$ cat src/rtl/mainfsm.sv
// mainfsm: multicycle control sequencer for the processor control unit.
// Walks each instruction through fetch, decode, execute, memory and
// writeback, drives the datapath mux selects and raises the
// unconditioned write requests that the condition logic later gates.
// Memory accesses hold in place until MemReady.
//
// Optional feature macro: MAINFSM_TRAP_EN
//   defined   : Op=11 enters TRAP, which raises Illegal and holds until reset
//   undefined : Op=11 returns to FETCH (two-cycle no-op), Illegal tied low
//
// Ports:
//   clk        in   system clock, rising edge
//   reset      in   asynchronous active-low reset, forces FETCH
//   Op         in   [1:0] instruction class (00 DP, 01 mem, 10 branch, 11 undef)
//   Funct      in   [5:0] Funct[5] immediate flag, Funct[0] load/store
//   MemReady   in   memory completes the current access this cycle
//   IRWrite    out  load instruction register
//   AdrSrc     out  0 PC address, 1 computed data address
//   ALUSrcA    out  [1:0] 00 reg A, 01 PC, 10 old ALU result
//   ALUSrcB    out  [1:0] 00 reg B, 01 ext immediate, 10 constant 4
//   ResultSrc  out  [1:0] 00 ALUOut, 01 Data, 10 ALUResult
//   ALUOp      out  1 = ALU decoder uses Funct, 0 = add
//   NextPC     out  unconditional PC write request
//   RegW       out  register write request (ungated)
//   MemW       out  memory write request (ungated)
//   Branch     out  branch PC write request (ungated)
//   Illegal    out  undefined opcode detected
//
// Outputs are a pure decode of the state register (plus MemReady in FETCH),
// so an asynchronous reset drops MemW/RegW immediately without waiting for
// an edge.

module mainfsm (
  input  logic       clk,
  input  logic       reset,
  input  logic [1:0] Op,
  input  logic [5:0] Funct,
  input  logic       MemReady,
  output logic       IRWrite,
  output logic       AdrSrc,
  output logic [1:0] ALUSrcA,
  output logic [1:0] ALUSrcB,
  output logic [1:0] ResultSrc,
  output logic       ALUOp,
  output logic       NextPC,
  output logic       RegW,
  output logic       MemW,
  output logic       Branch,
  output logic       Illegal
);

  localparam int unsigned STATE_W = 4;

  localparam logic [1:0] OP_DP  = 2'b00;
  localparam logic [1:0] OP_MEM = 2'b01;
  localparam logic [1:0] OP_BR  = 2'b10;

  // Mux select encodings
  localparam logic [1:0] SRCA_REG  = 2'b00;
  localparam logic [1:0] SRCA_PC   = 2'b01;
  localparam logic [1:0] SRCA_OLD  = 2'b10;
  localparam logic [1:0] SRCB_REG  = 2'b00;
  localparam logic [1:0] SRCB_IMM  = 2'b01;
  localparam logic [1:0] SRCB_FOUR = 2'b10;
  localparam logic [1:0] RES_ALUOUT = 2'b00;
  localparam logic [1:0] RES_DATA   = 2'b01;
  localparam logic [1:0] RES_ALURES = 2'b10;

  typedef enum logic [STATE_W-1:0] {
    FETCH    = 4'd0,
    DECODE   = 4'd1,
    MEMADR   = 4'd2,
    MEMREAD  = 4'd3,
    MEMWB    = 4'd4,
    MEMWRITE = 4'd5,
    EXECUTER = 4'd6,
    EXECUTEI = 4'd7,
    ALUWB    = 4'd8,
    BRANCH   = 4'd9
`ifdef MAINFSM_TRAP_EN
    ,
    TRAP     = 4'd10
`endif
  } state_t;

  state_t state;
  state_t next_state;

  // Only Funct[5] and Funct[0] steer the sequence; the rest belongs to the ALU decoder.
  logic unused_funct;
  assign unused_funct = ^Funct[4:1];

  // State register
  always_ff @(posedge clk or negedge reset) begin
    if (!reset) begin
      state <= FETCH;
    end else begin
      state <= next_state;
    end
  end

  // Next-state logic; unencoded state values fall back to FETCH
  always_comb begin
    next_state = FETCH;
    case (state)
      FETCH: begin
        next_state = MemReady ? DECODE : FETCH;
      end
      DECODE: begin
        case (Op)
          OP_MEM:  next_state = MEMADR;
          OP_DP:   next_state = Funct[5] ? EXECUTEI : EXECUTER;
          OP_BR:   next_state = BRANCH;
`ifdef MAINFSM_TRAP_EN
          default: next_state = TRAP;
`else
          default: next_state = FETCH;
`endif
        endcase
      end
      MEMADR: begin
        next_state = Funct[0] ? MEMREAD : MEMWRITE;
      end
      MEMREAD: begin
        next_state = MemReady ? MEMWB : MEMREAD;
      end
      MEMWRITE: begin
        next_state = MemReady ? FETCH : MEMWRITE;
      end
      EXECUTER: begin
        next_state = ALUWB;
      end
      EXECUTEI: begin
        next_state = ALUWB;
      end
      MEMWB: begin
        next_state = FETCH;
      end
      ALUWB: begin
        next_state = FETCH;
      end
      BRANCH: begin
        next_state = FETCH;
      end
`ifdef MAINFSM_TRAP_EN
      TRAP: begin
        next_state = TRAP;
      end
`endif
      default: begin
        next_state = FETCH;
      end
    endcase
  end

  // Moore output decode; everything not named for a state stays low
  always_comb begin
    IRWrite   = 1'b0;
    AdrSrc    = 1'b0;
    ALUSrcA   = SRCA_REG;
    ALUSrcB   = SRCB_REG;
    ResultSrc = RES_ALUOUT;
    ALUOp     = 1'b0;
    NextPC    = 1'b0;
    RegW      = 1'b0;
    MemW      = 1'b0;
    Branch    = 1'b0;
    Illegal   = 1'b0;
    case (state)
      FETCH: begin
        // PC+4 computed every fetch cycle; IR/PC only commit when memory answers
        AdrSrc    = 1'b0;
        ALUSrcA   = SRCA_PC;
        ALUSrcB   = SRCB_FOUR;
        ResultSrc = RES_ALURES;
        IRWrite   = MemReady;
        NextPC    = MemReady;
      end
      DECODE: begin
        ALUSrcA   = SRCA_PC;
        ALUSrcB   = SRCB_FOUR;
        ResultSrc = RES_ALURES;
      end
      MEMADR: begin
        ALUSrcA = SRCA_REG;
        ALUSrcB = SRCB_IMM;
      end
      MEMREAD: begin
        AdrSrc = 1'b1;
      end
      MEMWB: begin
        ResultSrc = RES_DATA;
        RegW      = 1'b1;
      end
      MEMWRITE: begin
        // Held for every waiting cycle so the memory sees a stable request
        AdrSrc = 1'b1;
        MemW   = 1'b1;
      end
      EXECUTER: begin
        ALUSrcA = SRCA_REG;
        ALUSrcB = SRCB_REG;
        ALUOp   = 1'b1;
      end
      EXECUTEI: begin
        ALUSrcA = SRCA_REG;
        ALUSrcB = SRCB_IMM;
        ALUOp   = 1'b1;
      end
      ALUWB: begin
        RegW = 1'b1;
      end
      BRANCH: begin
        ALUSrcA   = SRCA_OLD;
        ALUSrcB   = SRCB_IMM;
        ResultSrc = RES_ALURES;
        Branch    = 1'b1;
      end
`ifdef MAINFSM_TRAP_EN
      TRAP: begin
        Illegal = 1'b1;
      end
`endif
      default: begin
        Illegal = 1'b0;
      end
    endcase
  end

endmodule
$ cat config.mk
export PLATFORM = sky130hd
export DESIGN_NAME = mainfsm
export DESIGN_NICKNAME = d
export VERILOG_FILES = /design/src/rtl/mainfsm.sv
export SDC_FILE = /design/constraint.sdc
export NUM_CORES = 1
export LEC_CHECK = 0
export ABC_AREA = 1
export BUFFER_PORTS_ARGS = -buffer_cell sky130_fd_sc_hd__buf_2
export CAP_MARGIN = 20
export CORE_AREA = 2 2 39 41
export CTS_BUF_LIST = sky130_fd_sc_hd__clkbuf_2 sky130_fd_sc_hd__clkbuf_4 sky130_fd_sc_hd__clkbuf_8
export DETAILED_ROUTE_END_ITERATION = 6
export DIE_AREA = 0 0 41 43
export GPL_ROUTABILITY_DRIVEN = 0
export GPL_TIMING_DRIVEN = 0
export PLACE_DENSITY = 0.57
export SKIP_CTS_REPAIR_TIMING = 1
export SYNTH_ARGS = -nofsm -noshare
export SYNTH_HDL_FRONTEND = slang
export SYNTH_SLANG_ARGS = --single-unit
$ cat constraint.sdc
create_clock -name clk -period 1.7 [get_ports clk]
set_clock_uncertainty 0.1 [all_clocks]
set_input_delay 0.17 -clock clk [delete_from_list [all_inputs] [get_ports clk]]
set_output_delay 0.17 -clock clk [all_outputs]
set_load 0.02 [all_outputs]
**Yosys cells after proc, flatten, opt, wreduce, memory -nomap -nowiden**

Cells that the tools add are included.
Widths: inputs -> output; s select.

- Equality and inequality tests: 11
- Multiplexer cells: 16
- Reduce and logical (&&, ||, !) cells: 8

Operator list:

| kind | number |
|---|---|
| $pmux 4 s6 | 1 |
| $eq 4x3->1 const B | 4 |
| $pmux 2 s2 | 3 |
| $pmux 4 s3 | 1 |
| $mux 3 | 3 |
| $eq 4x2->1 const B | 2 |
| $eq 4x4->1 const B | 2 |
| $mux 1 | 8 |
| $reduce_or 2->1 | 4 |
| $reduce_or 3->1 | 2 |
| $eq 4x1->1 const B | 1 |
| $logic_not 4->1 | 1 |
| $eq 2x1->1 const B | 1 |
| $eq 2x2->1 const B | 1 |
| $logic_not 2->1 | 1 |

- Logic and storage cells: 36
- Input bits: 11
- Register bits after elaboration: 4
- Output and inout bits: 14

**Longest topological paths before layout**

- Word-level depth: 3
- Gate-level depth with buffers: 6
- Depth with buffers taken out: 6

**Least setup slack after synthesis**

No wires, ideal clock.

- Kind: register -> output
- Start: register state[3]
- End: output NextPC
- Path slack: 191 ps
- Path buffers: 1
- Data arrival time: 1,239 ps
- Cell stages (with the launch flop): 5
- Required time: 1,430 ps
- Path through: dfrtp_1 nor2_4 nand2_1 nor2_1 buf_4

- Longest elaborated chain between the ends: 2

Ends and longest elaborated chain:

| element | RTL line | source |
|---|---|---|
| from (decl) | 86 | `state_t state;` |
| from (signal assigned) | 98 | `state <= next_state;` |
| $logic_not 4->1 | n/a |  |
| $mux 1 | n/a |  |
| to (decl) | 45 | `output logic NextPC,` |

No other way between the ends.

**Final worst setup path**

- Start: register state[3]
- End: output ALUSrcB[0]

- Longest elaborated chain between the ends: 3
- Elaborated cells on any way between the ends: 8
- Classes of those cells: eq/ne: 4; mux: 1; reduce/logical: 3

Ends and longest elaborated chain:

| element | RTL line | source |
|---|---|---|
| $eq 4x3->1, or another cell as far along | 169 | `case (state)` |
| $reduce_or 3->1 (no line) or $reduce_or 2->1 (tied branches) | n/a |  |
| $pmux 2 s2 (*) | 169 |  |
| to (decl) | 42 | `output logic [1:0] ALUSrcB,` |

Mark *: on every way between the ends. The rest lies on a longest branch, timed or not.

==> flow_metrics.env <==
export IMPL_fin_crit_ns=1.615
export IMPL_cp_max_fo=6
export IMPL_cts_root_buf="clkbuf_4"
export IMPL_yosysTopAreaCell="dfrtp_1"
export IMPL_hold_start="Funct[0]"
export IMPL_fin_cells=103
export IMPL_track_usage_pct=11.49
export IMPL_area_delta_synth_final_pct=47.32
export IMPL_cp_slowest_cell="dfrtp_1"
export IMPL_row_count=14
export IMPL_cp_startpoint="state[3]"
export IMPL_viasPerCell=4.223
export IMPL_place_inst=96
export IMPL_synth_top_area_share_pct=26.85
export IMPL_syn_area_per_cell_um2=6.112
export IMPL_synthTopCellsByArea="dfrtp_1 27%, nor2_1 12%, inv_1 10%, nand3_1 9.4%, nand2_1 9.1%"
export IMPL_grt_overflow=0
export IMPL_firstDrtPassIters=2
export IMPL_tns_ns=0
export IMPL_finalCritPeriodShare_pct=94.99
export IMPL_cts_num_sinks=4
export IMPL_ys_types=19
export IMPL_cp_num_buf_inv=2
export IMPL_syn_num_nets=72
export IMPL_synth_area_um2=372.9
export IMPL_antenna_found_initial=0
export IMPL_hold_path_class="input port to flop"
export IMPL_grt_busiest_layer="met2"
export IMPL_p_leak_nw=0.3400
export IMPL_synth_cells=61
export IMPL_synth_edf_count=0
export IMPL_worst_path_largest_cell_delay_ns=0.43
export IMPL_drc_errors=0
export IMPL_place_hpwl_um=690.8
export IMPL_timing_critical_path_max_delay_family="flip-flops"
export IMPL_finalSetupViolCount=0
export IMPL_start_kind="flop"
export IMPL_crit_type="flop to output port"
export IMPL_yosysMostFrequentCell="nor2_1"
export IMPL_final_util_pct=39.69
export IMPL_fin_nets=100
export IMPL_fmax_ghz=0.6193
export IMPL_n_antenna_cell=0
export IMPL_drive_gt1_share_pct=42.53
export IMPL_synthTopCellsByCount="12 x nor2_1, 10 x inv_1, 9 x nand2_1"
export IMPL_path_cells="nor2_4 > buf_4 > nand2_1 > o211ai_1 > buf_4"
export IMPL_grt_max_degree=10
export IMPL_synth_seq_area_share_pct=26.85
export IMPL_clkLatencyLatePin_ns=0.23
export IMPL_chipHeight_um=43
export IMPL_vias=435
export IMPL_tritoncts="yes"
export IMPL_worst_ir_drop_vdd_mv=0.7824
export IMPL_cts_buffers=3
export IMPL_power_density_mw_per_mm2=1681
export IMPL_end_kind="output port"
export IMPL_ant_nets=0
export IMPL_die_area_mm2=0.001763
export IMPL_io_pins=25
export IMPL_largest_reg_flops=4
export IMPL_initial_core_util_pct=26.94
export IMPL_ys_ff_latch=4
export IMPL_n_fill_cell=142
export IMPL_grt_pass1_wl_mm=1.324
export IMPL_use_met1_pct=14.01
export IMPL_grt_pass1_vias=356
export IMPL_slew_violations=0
export IMPL_wl_per_cell_um=8.427
export IMPL_top_regs="state x4"
export IMPL_r2r_start="state[3]"
export IMPL_core_area_mm2=0.001384
export IMPL_die_width_um=41
export IMPL_yosys_warnings=0
export IMPL_hold_viol=0
export IMPL_cp_arrival_ns=1.34
export IMPL_synth_async_reset_ratio_pct=100.0
export IMPL_drtIter0Drc=7
export IMPL_synth_ff_type="dfrtp_1"
export IMPL_io_buffer_count=19
export IMPL_status="finished clean"
export IMPL_cts_clk_slew_worst_paths_ns=0.04
export IMPL_regMostFlops="state"
export IMPL_required_ns=1.43
export IMPL_cts_max_level=1
export IMPL_crit_path_frequent_cell="buf_4"
export IMPL_use_met3_pct=4.712
export IMPL_routed_wirelength_um=868
export IMPL_maxCapViolCount=0
export IMPL_grtUsageMet2_pct=16.56
export IMPL_clock_path_buffers=2
routing by layer:
metal | wire, um | vias up | share of wire (%)
met4 | 0 | 0 | 0
li1 | - | 241 | -
met2 | 403 | 13 | 46
met1 | 409 | 181 | 47
met3 | 54 | 0 | 6.2
met5 | 0 | - | 0
cell families after synthesis:
group / Yosys count / synth area share [%]
simple gates: 35 / 45.97
buf+inv: 15 / 17.11
compound gates: 6 / 9.060
flops: 4 / 26.85
other cells: 1 / 1.006
layout by cell type, fill, tap and decap left out:
cell type	netlist	routed
dfrtp_1	4	3
nand2_2	1	1
o22ai_1	1	1
inv_1	10	10
dfrtp_2	0	1
nand2_1	9	9
buf_4	2	6
o211ai_1	1	1
clkbuf_4	0	3
inv_2	3	3
or2_1	1	1
nor2_4	2	2
nor2_2	1	2
a21oi_1	1	1
dlygate4sd3_1	0	1
nor2_1	12	11
conb_1	1	1
nand3_1	7	7
nand4_1	1	1
o21ai_1	1	1
nand3_2	1	1
o21ai_0	2	2
buf_2	0	18
tightest hold or removal path: stages:
cell and delay, ns:
buf_2 0.09, nand3_1 0.07, nand3_1 0.08
where the power goes:
| group | internal [mW] | switching [mW] |
|---|---|---|
| clock | 0.0787 | 0.0351 |
| sequential | 0.130 | 0.0548 |
| combinational | 0.236 | 0.388 |
stage by stage:
| stage | hold slack [ns] | power, mW | cell area [um^2] | setup WS [ns] |
|---|---|---|---|---|
| after floorplan | -0.2256 | 0.5883 | 372.9 | 0.1910 |
| after global placement | -0.1260 | 0.7497 | 488.0 | 0.2796 |
| after detailed placement | -0.1231 | 0.7476 | 488.0 | 0.2569 |
| after CTS | -0.3735 | 0.8682 | 510.5 | -0.004670 |
| after global routing | 0.1181 | 1.008 | 549.3 | -0.001390 |
| final | 0.1208 | 0.9232 | 549.3 | 0.08524 |
area by class of cell:
class	count	area [um^2]	share of cell area, %
plain buffers	2	15.01	2.733
clock buffers	3	22.52	4.100
inverters	13	48.80	8.884
multi-input cells	42	211.5	38.50
flip-flops and latches	4	101.3	18.45
well taps	16	20.02	3.645
repair buffers	23	130.1	23.69
path summary, 6_finish.rpt:
path                         endpoint  slack (ns)  cells after the start
hold reg to reg              state[1]        0.57                      3
max in group asynchronous    state[1]        1.19                      2
hold / removal               state[1]        0.12                      3
setup / recovery           ALUSrcB[0]        0.09                      5
setup reg to reg             state[1]        0.42                      5
min in group asynchronous    state[3]        0.18                      2
Power figures use the tool's default switching activity.
